===== src/rtl/instruction_mem_pipelined.sv =====
// Instruction memory with a pipelined fetch port, a program-load write port,
// out-of-range flagging, write-first collision bypass and optional zero-fill after reset.
module instruction_mem_pipelined #(
    parameter int INSTRUCTION_WIDTH = 19,
    parameter int ADDRESS_BUS_WIDTH = 10,
    parameter int DEPTH             = 128,
    parameter int ADDR_SHIFT        = 2,
    parameter int READ_LATENCY      = 1,
    parameter bit CLEAR_ON_RESET    = 1'b1
) (
    input  logic                         clk,
    input  logic                         rst,
    input  logic                         rd_req,
    input  logic [ADDRESS_BUS_WIDTH-1:0] rd_addr,
    output logic                         rd_valid,
    output logic [INSTRUCTION_WIDTH-1:0] rd_data,
    output logic                         rd_err,
    input  logic                         wr_en,
    input  logic [ADDRESS_BUS_WIDTH-1:0] wr_addr,
    input  logic [INSTRUCTION_WIDTH-1:0] wr_data,
    output logic                         wr_err,
    output logic                         init_busy
);

    localparam int IDX_W = (DEPTH > 1) ? $clog2(DEPTH) : 1;

    typedef enum logic {INIT, READY} state_t;

    state_t                         state;
    logic [IDX_W-1:0]               fill_cnt;
    logic [INSTRUCTION_WIDTH-1:0]   mem [DEPTH];

    logic [ADDRESS_BUS_WIDTH-1:0]   rd_idx;
    logic [ADDRESS_BUS_WIDTH-1:0]   wr_idx;
    logic                           rd_in_range;
    logic                           wr_in_range;
    logic                           rd_accept;
    logic                           wr_accept;
    logic                           wr_hit;
    logic [INSTRUCTION_WIDTH-1:0]   rd_word;

    logic [READ_LATENCY-1:0]        pipe_valid;
    logic [READ_LATENCY-1:0]        pipe_err;
    logic [INSTRUCTION_WIDTH-1:0]   pipe_data [READ_LATENCY];

    assign rd_idx      = rd_addr >> ADDR_SHIFT;
    assign wr_idx      = wr_addr >> ADDR_SHIFT;
    assign rd_in_range = int'(rd_idx) < DEPTH;
    assign wr_in_range = int'(wr_idx) < DEPTH;
    assign rd_accept   = rd_req && !init_busy;
    assign wr_accept   = wr_en && !init_busy;
    assign wr_hit      = wr_accept && wr_in_range;

    // Same-cycle write to the fetched word is forwarded so the read sees the new value.
    always_comb begin
        rd_word = '0;
        if (rd_in_range) begin
            if (wr_hit && (wr_idx == rd_idx))
                rd_word = wr_data;
            else
                rd_word = mem[rd_idx[IDX_W-1:0]];
        end
    end

    always_ff @(posedge clk) begin
        if (rst) begin
            state     <= CLEAR_ON_RESET ? INIT : READY;
            init_busy <= CLEAR_ON_RESET;
            fill_cnt  <= '0;
        end else if (state == INIT) begin
            fill_cnt <= fill_cnt + IDX_W'(1);
            if (fill_cnt == IDX_W'(DEPTH - 1)) begin
                state     <= READY;
                init_busy <= 1'b0;
            end
        end
    end

    // The array has no reset; zero-fill and program loads share the one write port.
    always_ff @(posedge clk) begin
        if (!rst) begin
            if (state == INIT)
                mem[fill_cnt] <= '0;
            else if (wr_hit)
                mem[wr_idx[IDX_W-1:0]] <= wr_data;
        end
    end

    always_ff @(posedge clk) begin
        if (rst) begin
            pipe_valid <= '0;
            pipe_err   <= '0;
            wr_err     <= 1'b0;
            for (int i = 0; i < READ_LATENCY; i++)
                pipe_data[i] <= '0;
        end else begin
            pipe_valid <= (pipe_valid << 1) | READ_LATENCY'(rd_accept);
            // Stages only load on a valid token, so the last stage holds its value between reads.
            for (int i = READ_LATENCY - 1; i > 0; i--) begin
                if (pipe_valid[i-1]) begin
                    pipe_data[i] <= pipe_data[i-1];
                    pipe_err[i]  <= pipe_err[i-1];
                end
            end
            if (rd_accept) begin
                pipe_data[0] <= rd_word;
                pipe_err[0]  <= !rd_in_range;
            end
            wr_err <= wr_accept && !wr_in_range;
        end
    end

    assign rd_valid = pipe_valid[READ_LATENCY-1];
    assign rd_data  = pipe_data[READ_LATENCY-1];
    assign rd_err   = pipe_err[READ_LATENCY-1];

endmodule


===== config.mk =====
export PLATFORM = sky130hd
export DESIGN_NAME = instruction_mem_pipelined
export DESIGN_NICKNAME = d
export VERILOG_FILES = /design/src/rtl/instruction_mem_pipelined.sv
export SDC_FILE = /design/constraint.sdc
export NUM_CORES = 2
export LEC_CHECK = 0
export ABC_AREA = 1
export ABC_CLOCK_PERIOD_IN_PS = 13200
export BUFFER_PORTS_ARGS = -buffer_cell sky130_fd_sc_hd__clkbuf_2
export CAP_MARGIN = 25
export CORE_MARGIN = 8
export CORE_UTILIZATION = 59
export CTS_BUF_LIST = sky130_fd_sc_hd__clkbuf_8
export CTS_CLUSTER_SIZE = 24
export DETAILED_ROUTE_END_ITERATION = 16
export PLACE_DENSITY = 0.75
export SYNTH_ARGS = -nofsm -noshare
export SYNTH_HDL_FRONTEND = slang
export SYNTH_SLANG_ARGS = --single-unit

===== constraint.sdc =====
create_clock -name clk -period 13.2 [get_ports clk]
set_input_delay 2.64 -clock clk [delete_from_list [all_inputs] [get_ports clk]]
set_output_delay 2.64 -clock clk [all_outputs]
set_load 0.005 [all_outputs]

; Yosys cells after proc, flatten, opt, wreduce, memory -nomap -nowiden
; Memory sizes are Yosys's and may differ from the RTL's.
; Cells that the tools add are included.
[word_totals]
latch_bits = 0
wordCells = 46
mem_bits_ro = 0
ram_bits = 2451
memories = 2
input_bits = 43
out_inout_bits = 23
reg_bits = 12
[mem_list]
columns = name, words, word_bits, rd, rd_clocked_by_memory_dff, write_ports, line
row1 = mem, 128, 19, 1, 0, 1, 31  ; logic [INSTRUCTION_WIDTH-1:0] mem [DEPTH];
row2 = pipe_data, 1, 19, 1, 0, 1, 44  ; logic [INSTRUCTION_WIDTH-1:0] pipe_data [READ_LATENCY];
[classes]
shifts = 0
n_eq_ne = 2
n_mux = 21
n_reduce_logical = 11
multipliers = 0
div = 0
magnitude_cmp = 2
bitwise = 1
addsub = 1
[op_table]
columns = operator, count
row1 = $mux W19, 4
row2 = $reduce_or A19 Y1, 2
row3 = $lt A8 B8 Y1 const B, 2
row4 = $mux W1, 16
row5 = $eq A8 B8 Y1, 1
row6 = $add A7 B1 Y7 const B, 1
row7 = $eq A7 B7 Y1 const B, 1
row8 = $mux W7, 1
row9 = $logic_and A1 B1 Y1, 5
row10 = $logic_not A1 Y1, 3
row11 = $reduce_and A2 Y1, 1
row12 = $not A1 Y1, 1

; Depth between registers and ports, before layout
[depth]
word_depth = 9
mapped_depth = 16
depth_no_buf = 13

; Least setup slack after synthesis
; Ideal clock, no wire load.
[synth_timing]
path_kind = input to register
startpoint = in rst
endpoint = mem mem[0][10] (data pin)
setup_time_ns = 0.798
cell_stages = 9
path_buffers = 4
required_ns = 12.402
slack_ns = 5.740
arrival_time_ns = 6.662
cell_sequence = buf_2 > nor2_4 > inv_2 > nor2_2 > inv_2 > buf_6 > clkbuf_1 > clkbuf_1 > nor2_1
[synth_between]
elab_chain_len = 4
[synth_rtl]
columns = item, line
row1 = "start, declared", 12  ; input logic rst,
row2 = $mux W1, 81  ; if (!rst) begin
row3 = $mux W1 (not written as such), 85  ; mem[wr_idx[IDX_W-1:0]] <= wr_data;
row4 = $reduce_or A19 Y1 (no source line), n/a
row5 = $mux W19 (no source line), n/a
row6 = "end, declared", 31
; Every way passes these cells.

; Final worst setup path
[layout_timing]
startpoint = in rd_addr[3]
endpoint = mem pipe_data[0][15] (data pin)
[layout_between]
elab_chain_len = 5
word_cells_on_any_way = 7
cone_classes = order compare (1) / eq/ne (1) / mux (3) / reduce/logical (1) / memory (1)
[layout_rtl]
columns = item, line
row1 = "start, declared", 14  ; input logic [ADDRESS_BUS_WIDTH-1:0] rd_addr,
row2 = branches (longest 3 deep; another with $mem_v2 Z128 W19), n/a
row3 = $mux W19 (*), 57  ; if (rd_in_range) begin
row4 = $mux W19 (no source line) (*), n/a
row5 = "end, declared", 44
; Every way passes the cells marked *.

==> reports/results.tsv <==
metric	value	unit
status	finished clean	
setup_viol	0	
p_leak	39.1	nW
power_frac_seq	56.7	%
synth-seq-cells	2463	
place_congestion	0.874	
ctsResizeCount	0	
antenna_left	0	
hp-class	reg -> reg	
io_pins	66	
cts_setup_buffers	0	
synthMuxAreaShare	0	%
pwr-share-clk	37.9	%
required	14.00	ns
fin_util	65.3	%
path_cells	buf_8 > buf_4 > buf_4 > buf_4 > nand3_1 > nand3_1 > nand3_1 > nand3_1 > nand3_1 > nand3_1 > nand3_1 > nand2_1 > inv_1	
cts_buffer_depth	4	
ys.flop_type	edfxtp_1	
numPortBuffers	61	
worstMarginPinSlew	1.13	ns
synth_largest_area_cell	edfxtp_1	
rows	150	
antenna_found_initial	7	
ys_types	32	
fin_skew	0.0626	ns
insertion_delay	1.06	ns
dieArea	181000	µm²
whs	0.477	ns
initial_core_util	59.3	%
startpoint_type	input port	
maxCapViolCount	0	
synth_compound_area_share	0.230	%
core_area	167000	µm²
rsz0062_at_grt	no	
synth_top_area_share	74.3	%
worstPathMaxFanout	85	
drc	0	
syn_to_final_growth	10.2	%
fin_crit_sh	50.4	%
finalMaxSlewViolations	0	
combPwrFrac	5.5	%
critPathMaxStageDelay	0.87	ns
dp_hpwl	142000	µm
synthAdderAreaFrac	0.0126	%
peakVddDrop	0.124	mV
finalHoldViolations	0	
grt_use_total	28.7	%
maxSlewHeadroom	24.7	%
synthArstFlopShare	0	%
clk_pin_slew_worst_paths	0.07	ns
cts_tree	done	
finalCriticalPeriod	6.65	ns
power.density	137	nW/µm²
synth_xor_area_share	0.0265	%
cts_sinks	2463	
post_drt_wl_per_cell	24.4	µm
critical_path_class	in -> reg	
tns	0	ns
slowest_stage	buf_4	
syn_avg_cell_area	12.0	µm²
synth_top_family_by_area	simple AND/OR/NAND/NOR gates	
grt_pass1_vias	64006	
drive_gt1_share	10.2	%
die_h	426	µm
crit_family	buffers and inverters	
max_freq	150	MHz
synth_warnings	0	
htree_levels	5	
postSynthCellCount	8267	
p_int	11.5	mW
cts_made_buffers	390	
firstDrtPassIters	6	
synth_common_cells	2566 x nand2_1, 2451 x edfxtp_1, 2383 x nand3_1	
critPathMostFrequentCell	nand3_1	
drt_iter0_drc	9439	
grt_pass1_wl	391000	µm
grt-ovfl-total	0	
dieWidth	426	µm
synth.most_common_cell	nand2_1	
layout.nets	8440	
cts_root_buf	clkbuf_8	
swShare	23.1	%
cp-end-kind	flop	
grt_max_degree	207	
syn_area	99100	µm²
yosys-top-cells-area	edfxtp_1 74%, nand3_1 12%, nand2_1 9.7%	
drt_wl_total	266000	µm
crit_arrival	7.46	ns
synth-edff-count	2451	
p_switching	3.47	mW
vias	66640	
hold_buffers	0	
syn-num-nets	8311	
worst-path-buf-inv	5	
finalPower	15.0	mW
yosysSeqAreaShare	74.5	%
drt-vias-per-instance	6.13	
yosys.area_share.simple	22.6	%
## sequential cells by signal, indices dropped and copies added, names as in the netlist
register   flops
mem         2432
pipe_data     19
fill_cnt       7
init_busy      1
rd_err         1
rd_valid       1
state          1
wr_err         1
## power by group through the flow
stage	Clock, mW	Sequential [mW]	Combinational (mW)
2_1_floorplan	0	8.66	0.517
3_3_place_gp	0	8.66	0.777
3_5_place_dp	0	8.66	0.795
4_1_cts	5.72	8.49	0.799
5_1_grt	6.05	8.49	0.878
6_report	5.68	8.49	0.820
## final cells by class
type,instances,area (µm²)
Tap cell,2204,2760
Multi-Input combinational cell,5180,23100
Sequential cell,2463,73800
Timing Repair Buffer,287,2480
Inverter,74,305
Antenna cell,6,15.0
Clock inverter,263,1110
Fill cell,11886,57900
Clock buffer,400,5510
## worst reg2reg max path: cells and delay by family, from the launching register on
kind | cells | cell delay, ns
simple gates | 4 | 1.74
compound gates | 1 | 0.30
flops | 1 | 0.50
buf+inv | 6 | 1.99
## routing by layer
| layer | global-route usage, % | share of wire [%] | vias up |
|---|---|---|---|
| met1 | 37.2 | 36 | 32027 |
| met3 | 5.71 | 11 | 775 |
| met4 | 17.5 | 6.4 | 2 |
| met5 | 0 | 0.0041 | - |
| li1 | - | - | 29718 |
| met2 | 45.1 | 47 | 4118 |
## cells by family (layout without fill, tap and decap cells)
family / Yosys count / count (layout)
flops: 2463 / 2463
buf+inv: 624 / 1024
other cells: 0 / 6
compound gates: 38 / 38
xor+xnor: 3 / 3
fa+ha+maj: 1 / 1
simple gates: 5138 / 5138
## per-stage QoR
step	area, µm²	setup WS, ns	std cells
finish	109000	6.55	10877
detailed placement	102000	5.69	10202
floorplan	99100	5.74	8267
global placement	102000	5.68	10182
CTS	109000	6.84	10865
global route	109000	6.49	10874
## worst paths after layout
kind                       startpoint                              to  slack [ns]  depth (start not counted)
max                        rd_addr[3]  pipe_data[0][15]$_SDFFCE_PP0P_        6.55                         13
min          fill_cnt[6]$_SDFFE_PP0N_                state$_SDFF_PP0_        0.48                          2
max reg2reg    init_busy$_SDFFE_PP1P_            mem[33][2]$_DFFE_PP_        8.31                         11
min reg2reg  fill_cnt[6]$_SDFFE_PP0N_                state$_SDFF_PP0_        0.48                          2
## cell usage in the layout, fill, tap and decap left out, drive strengths merged
master	netlist	final
nor3	9	9
inv	72	199
clkinv	2	132
buf	272	231
bufinv	0	2
clkinvlp	0	4
or2	3	3
nor4	8	8
edfxtp	2451	2451
a22o	1	1
nand2	2567	2567
nand4	6	6
nand3	2384	2384
and3	1	1
nor2	158	158
diode	0	6
xnor2	2	2
nand3b	2	2
o21ai	12	12
a21oi	25	25
clkbuf	278	456
ha	1	1
xor2	1	1
dfxtp	12	12
Power figures use the tool's default switching activity.
